$ cat config.mk
export PLATFORM = sky130hd
export DESIGN_NAME = alu_exec_ctrl
export DESIGN_NICKNAME = d
export VERILOG_FILES = /design/src/rtl/alu_exec_ctrl.sv
export SDC_FILE = /design/constraint.sdc
export NUM_CORES = 1
export LEC_CHECK = 0
export ABC_AREA = 1
export ABC_CLOCK_PERIOD_IN_PS = 1300
export BUFFER_PORTS_ARGS = -buffer_cell sky130_fd_sc_hd__buf_2
export CORE_UTILIZATION = 44
export DETAILED_ROUTE_END_ITERATION = 6
export HOLD_SLACK_MARGIN = 0.15
export PLACE_DENSITY = 0.75
export SLEW_MARGIN = 20
export SYNTH_ARGS = -nofsm -noshare
export SYNTH_HDL_FRONTEND = slang
export SYNTH_SLANG_ARGS = --single-unit
export TNS_END_PERCENT = 20
$ cat constraint.sdc
create_clock -name clk -period 1.3 [get_ports clk]
set_input_delay 0.26 -clock clk [delete_from_list [all_inputs] [get_ports clk]]
set_output_delay 0.26 -clock clk [all_outputs]
set_load 0.01 [all_outputs]
$ cat src/rtl/alu_exec_ctrl.sv
// Execute-stage sequencer for an external combinational 8-bit ALU: accepts one
// instruction, drives the ALU from its registers, then writes result and flags back.
module alu_exec_ctrl #(
  parameter int unsigned CNT_W   = 16,
  parameter logic [7:0]  ACC_RST = 8'h00
) (
  input  logic             clk,
  input  logic             rst_n,
  input  logic             in_valid,
  output logic             in_ready,
  input  logic [7:0]       in_op,
  input  logic [7:0]       in_imm,
  output logic [3:0]       alu_op,
  output logic             alu_s30,
  output logic             alu_s40,
  output logic             alu_cin,
  output logic [7:0]       alu_a,
  output logic [7:0]       alu_b,
  output logic [7:0]       alu_imm,
  input  logic [7:0]       alu_out,
  input  logic [3:0]       alu_flags,
  output logic [7:0]       acc,
  output logic [7:0]       breg,
  output logic [3:0]       flags,
  output logic             done,
  output logic [CNT_W-1:0] op_count
);

  localparam int unsigned DATA_W = 8;
  localparam int unsigned FLAG_W = 4;
  localparam int unsigned CARRY  = 1;

  localparam logic [1:0] DST_ACC    = 2'b00;
  localparam logic [1:0] DST_BREG   = 2'b01;
  localparam logic [1:0] DST_CMP    = 2'b10;
  localparam logic [1:0] DST_ACC_NF = 2'b11;

  typedef enum logic [1:0] {
    IDLE = 2'd0,
    EXEC = 2'd1,
    WB   = 2'd2
  } state_t;

  typedef struct packed {
    logic [3:0] op;
    logic       s30;
    logic       s40;
    logic [1:0] dest;
  } instr_t;

  state_t              state_q, state_d;
  instr_t              ctrl_q, ctrl_d;
  logic [DATA_W-1:0]   imm_q, imm_d;
  logic [DATA_W-1:0]   res_q, res_d;
  logic [FLAG_W-1:0]   flg_q, flg_d;
  logic [DATA_W-1:0]   acc_q, acc_d;
  logic [DATA_W-1:0]   breg_q, breg_d;
  logic [FLAG_W-1:0]   flags_q, flags_d;
  logic                done_q, done_d;
  logic                ready_q, ready_d;
  logic [CNT_W-1:0]    cnt_q, cnt_d;
  instr_t              instr;

  assign instr = instr_t'(in_op);

  // State register
  always_ff @(posedge clk) begin
    if (!rst_n) begin
      state_q <= IDLE;
    end else begin
      state_q <= state_d;
    end
  end

  // Next-state, writeback and ALU control decode
  always_comb begin
    state_d = state_q;
    ctrl_d  = ctrl_q;
    imm_d   = imm_q;
    res_d   = res_q;
    flg_d   = flg_q;
    acc_d   = acc_q;
    breg_d  = breg_q;
    flags_d = flags_q;
    cnt_d   = cnt_q;
    done_d  = 1'b0;

    case (state_q)
      IDLE: begin
        if (in_valid && ready_q) begin
          ctrl_d  = instr;
          imm_d   = in_imm;
          state_d = EXEC;
        end
      end
      EXEC: begin
        res_d   = alu_out;
        flg_d   = alu_flags;
        state_d = WB;
      end
      WB: begin
        case (ctrl_q.dest)
          DST_ACC: begin
            acc_d   = res_q;
            flags_d = flg_q;
          end
          DST_BREG: begin
            breg_d  = res_q;
            flags_d = flg_q;
          end
          DST_CMP:    flags_d = flg_q;
          DST_ACC_NF: acc_d   = res_q;
        endcase
        done_d  = 1'b1;
        cnt_d   = cnt_q + CNT_W'(1);
        ctrl_d  = '0;
        imm_d   = '0;
        state_d = IDLE;
      end
      default: state_d = IDLE;
    endcase

    // Ready is registered from the next state so it matches state==IDLE exactly
    ready_d = (state_d == IDLE);
  end

  // Datapath and control registers; a reset mid-instruction drops it without writeback
  always_ff @(posedge clk) begin
    if (!rst_n) begin
      ctrl_q  <= '0;
      imm_q   <= '0;
      res_q   <= '0;
      flg_q   <= '0;
      acc_q   <= ACC_RST;
      breg_q  <= ACC_RST;
      flags_q <= '0;
      done_q  <= 1'b0;
      ready_q <= 1'b1;
      cnt_q   <= '0;
    end else begin
      ctrl_q  <= ctrl_d;
      imm_q   <= imm_d;
      res_q   <= res_d;
      flg_q   <= flg_d;
      acc_q   <= acc_d;
      breg_q  <= breg_d;
      flags_q <= flags_d;
      done_q  <= done_d;
      ready_q <= ready_d;
      cnt_q   <= cnt_d;
    end
  end

  assign in_ready = ready_q;
  assign alu_op   = ctrl_q.op;
  assign alu_s30  = ctrl_q.s30;
  assign alu_s40  = ctrl_q.s40;
  assign alu_imm  = imm_q;
  assign alu_a    = acc_q;
  assign alu_b    = breg_q;
  assign alu_cin  = flags_q[CARRY];
  assign acc      = acc_q;
  assign breg     = breg_q;
  assign flags    = flags_q;
  assign done     = done_q;
  assign op_count = cnt_q;

endmodule

# After elaboration in Yosys (flattened, before gate mapping)
# Index checks and enable logic that the tools add are counted.
# totals
n_memories	0
latchBits	0
romBits	0
register_bits	68
wordCells	39
ram_bits	0
# classes
reduce_logical	11
mul	0
bitwise_logic	0
div_mod_pow	0
add_sub_neg	1
n_mux	7
magnitude_cmp	0
n_eq_ne	6
shifts	0
# ops
op	n
$pmux W8 S2	2
$add A16 B1 Y16 const B	1
$mux W8	2
$reduce_and A2 Y1	4
$eq A2 B2 Y1 const B	3
$logic_not A2 Y1	3
$eq A2 B1 Y1 const B	2
$pmux W2 S2	1
$reduce_or A3 Y1	1
$mux W2	1
$ne A2 B2 Y1 const B	1
$reduce_bool A2 Y1	1
$reduce_or A2 Y1	1
$logic_and A1 B1 Y1	1
$mux W1	1

# Longest topological paths before layout
# depth
ltp_word	4
mapped_depth	8
depth_no_buf	8

# Least setup slack after synthesis
# No wires, ideal clock.
# synth_path
path_type	reg2reg
startpoint	reg cnt_q[0] (netlist: op_count[0])
endpoint	reg cnt_q[14] (netlist: op_count[14])
setup_ps	113
setup_slack_ps	39
required_ps	1187
arrival_ps	1148
path_stages_with_launch	9
cell_sequence	dfxtp_1 ha_1 inv_1 nor2_2 nand3_1 nor2_1 nand2_1 nand2_1 nor2_1
# synth_between
elab_chain_cells	1
# synth_lines
element	line_no	text
from (decl)	61	logic [CNT_W-1:0] cnt_q, cnt_d;
from (signal assigned)	150	cnt_q <= cnt_d;
$add A16 B1 Y16	115	cnt_d = cnt_q + CNT_W'(1);
# Every way passes these cells.
# A chain may end at the register's enable or synchronous reset.

# Final worst setup path
# layout_path
startpoint	reg cnt_q[3] (netlist: op_count[3])
endpoint	reg cnt_q[10] (netlist: op_count[10])
# Same word-level chain as after synthesis.

==> impl_results.md <==
* Outcome: finished with violations
* Failing checks: negative setup slack
* Final setup margin at -0.00505 ns
* Layout cell share with drive strength beyond 1 at 32.1%
* R2R depth at 5
* Post-route clock period utilization at 100%
* Global-route wire length before repair at 10600 um
* Die Width at 81.2 um
* Placed Cells at 513
* Peak fanout along the critical path at 5
* Reg2reg start: op_count[3]$_SDFFE_PN0P_
* Hold Vio Cnt, Final at 0
* Crit start category: flip-flop
* Max cap viols at 0
* Initial core utilization at 46.0%
* Min-Delay Path Class: in -> reg
* Synth Warn # at 0
* Peak supply drop at 0.775 mV
* Count of non-filler cells in the finished layout at 549
* Final core utilization at 61.9%
* Largest net degree at the start of global routing at 24
* Syn Std Cell Area at 0.00276 mm2
* Data arrival, critical path at 1.53 ns
* Fin Hold WS at 0.157 ns
* DR pass1 iterations at 7
* Fmax at 766 MHz
* Layout area overhead at 34.6%
* Min-delay src: alu_out[2]
* Clk_skew at 0.00722 ns
* Initial DRC count at 223
* Setup WS pre-CTS at 0.0143 ns
* RSZ-0062 raised after global routing: true
* # DRC at 0
* Synth Register Bits at 68
* Via density at 4.90
* # rows at 28
* H-tree Lvls at 3
* R2R Path End: op_count[10]$_SDFFE_PN0P_
* Gpl congestion at 0.819
* Least-Margin Pin Slew at 0.413 ns
* Final #Nets at 504
* CTS tree: built
* Worst skew pair latency at 0.33 ns
* Kind of critical path: reg -> reg
* CP endpoint kind: flip-flop
* Distinct cells, synth at 24
* Sequential area share after synthesis at 49.4%
* Synth Instances at 361
* Hold Path End: res_q[2]$_SDFFE_PN0N_
* Initial antenna violation count at 0
* DRT Wirelength at 6860 um
* Drt wl/cell at 12.5 um
* CP required at 1.52 ns
* Net Count, Synth at 395
* CTS Buf Count at 9
* Reg2reg setup slack at -0.005 ns
* Port-buffer cells at 99
* Power density cells at 1240 mW/mm2
* Final setup vio count at 2
* Die area at 0.00659 mm2
* Clock buffer depth at 2
* Vias in the first global route at 2386
* CORE AREA at 0.00599 mm2
* Grt ovf at 0
* DR vias at 2691
* Global-route usage over all layers at 21.4%
* Most common cell after layout, fill and taps aside: buf_2
* Hpwl dp at 4440 um
* Leakage Power at 1.72 nW
* Number of antenna diodes at 0
* Root Buffer: clkbuf_8
* CTS Sinks at 68
* Post-layout minimum cycle time at 1.31 ns
* Worst Hold Depth at 3
* Max-slew headroom at 72.4%
* Avg Cell Area, Syn at 7.64 um2
* Die height at 81.2 um
* ANT nets after route at 0
* Most frequent cells in the layout: 99 x buf_2, 64 x dfxtp_1, 57 x nand2_1
* Final slew viol count at 0
* Top Ports at 100
* Setup total negative slack at -0.00708 ns
* Clock-pin transition on the worst setup and hold timing paths at 0.07 ns
-- timing repair --
action / in CTS / in global routing
setup buffers: 0 / 2
endpoints found under the setup margin: 3 / 36
resized for setup: 1 / 19
gates cloned: 0 / 1
endpoints found under the hold margin: 18 / 0
hold buffers: 18 / 0
pin swaps: 0 / 2
-- registers in the layout, indices dropped and copies added, names as in the netlist --
register,count
alu_b,8
in_ready,1
alu_op,4
flg_q,4
alu_imm,8
flags,4
alu_s30,1
res_q,8
state_q,2
op_count,16
alu_s40,1
ctrl_q,2
acc,8
done,1
-- cell families after synthesis --
group,count (synthesis),share of synthesized area [%]
compound gates,64,11.8
simple gates,150,23.2
flops,68,49.4
buf+inv,73,13.3
fa+ha+maj,3,1.36
xor+xnor,3,0.953
-- Yosys cell counts --
cell type	instances	share of area [%]
dfxtp_1	68	49
nand2_1	57	7.8
nor2_1	55	7.5
inv_1	36	4.9
o21ai_0	34	6.2
a21oi_1	24	4.4
nand3_1	24	4.4
buf_4	22	6.0
buf_2	7	1.3
clkbuf_1	6	0.82
o21ai_1	4	0.73
ha_1	3	1.4
nand2_2	3	0.68
nand4_1	3	0.68
xor2_1	3	0.95
inv_2	2	0.27
nor2_2	2	0.45
o21bai_1	2	0.54
nand2_4	1	0.41
nor2_4	1	0.41
nor3_1	1	0.18
nor3_2	1	0.36
or2_0	1	0.23
or2_2	1	0.23
-- worst max-delay path, stage by stage (launching register included) --
cell and delay, ns:
dfxtp_1 0.34, nand2_1 0.16, nor2_1 0.26, nand3_2 0.16
xor2_1 0.21, nor2_1 0.06
-- metal layers --
layer / global-route usage [%] / share of wire (%) / vias up
met5: 0 / 0 / -
met4: 10.2 / 2.6 / 0
met3: 5.73 / 6.8 / 19
met2: 35.6 / 49 / 117
met1: 25.6 / 42 / 1214
li1: - / - / 1341
-- cell type report --
cell class,count,area [um2]
tap,75,93.8
inverter,38,149
clock inverter,4,72.6
sequential,68,1370
clock buffer,11,151
timing repair buffer,132,788
multi-input combinational,220,1080
timing repair inverter,1,5.00
fill,532,2280
-- worst max path at each step --
stage | startpoint | slack (ns) | cells after the start | endpoint
finish | op_count[3]$_SDFFE_PN0P_ | -0.005 | 5 | op_count[10]$_SDFFE_PN0P_
global route | op_count[3]$_SDFFE_PN0P_ | -0.13 | 7 | op_count[14]$_SDFFE_PN0P_
CTS | op_count[1]$_SDFFE_PN0P_ | -0.01 | 8 | op_count[14]$_SDFFE_PN0P_
detailed placement | state_q[1]$_SDFF_PN0_ | 0.01 | 5 | acc[5]$_SDFFE_PN0P_
global placement | ctrl_q[0]$_SDFFE_PN0P_ | 0.05 | 4 | flags[1]$_SDFFE_PN0P_
floorplan | op_count[0]$_SDFFE_PN0P_ | 0.04 | 8 | op_count[14]$_SDFFE_PN0P_
-- where the power goes --
part	internal (mW)	switching, mW	leakage, nW
clock network	1.17	0.765	0.111
logic	0.199	0.246	1.06
registers	2.17	0.0570	0.555
-- through the flow --
step | total power, mW | area (um2)
2_1_floorplan | 2.49 | 2760
5_1_grt | 4.79 | 3710
6_report | 4.61 | 3710
3_3_place_gp | 2.63 | 3220
3_5_place_dp | 2.64 | 3220
4_1_cts | 4.60 | 3630
No activity file was read; power rests on OpenSTA's default activity.
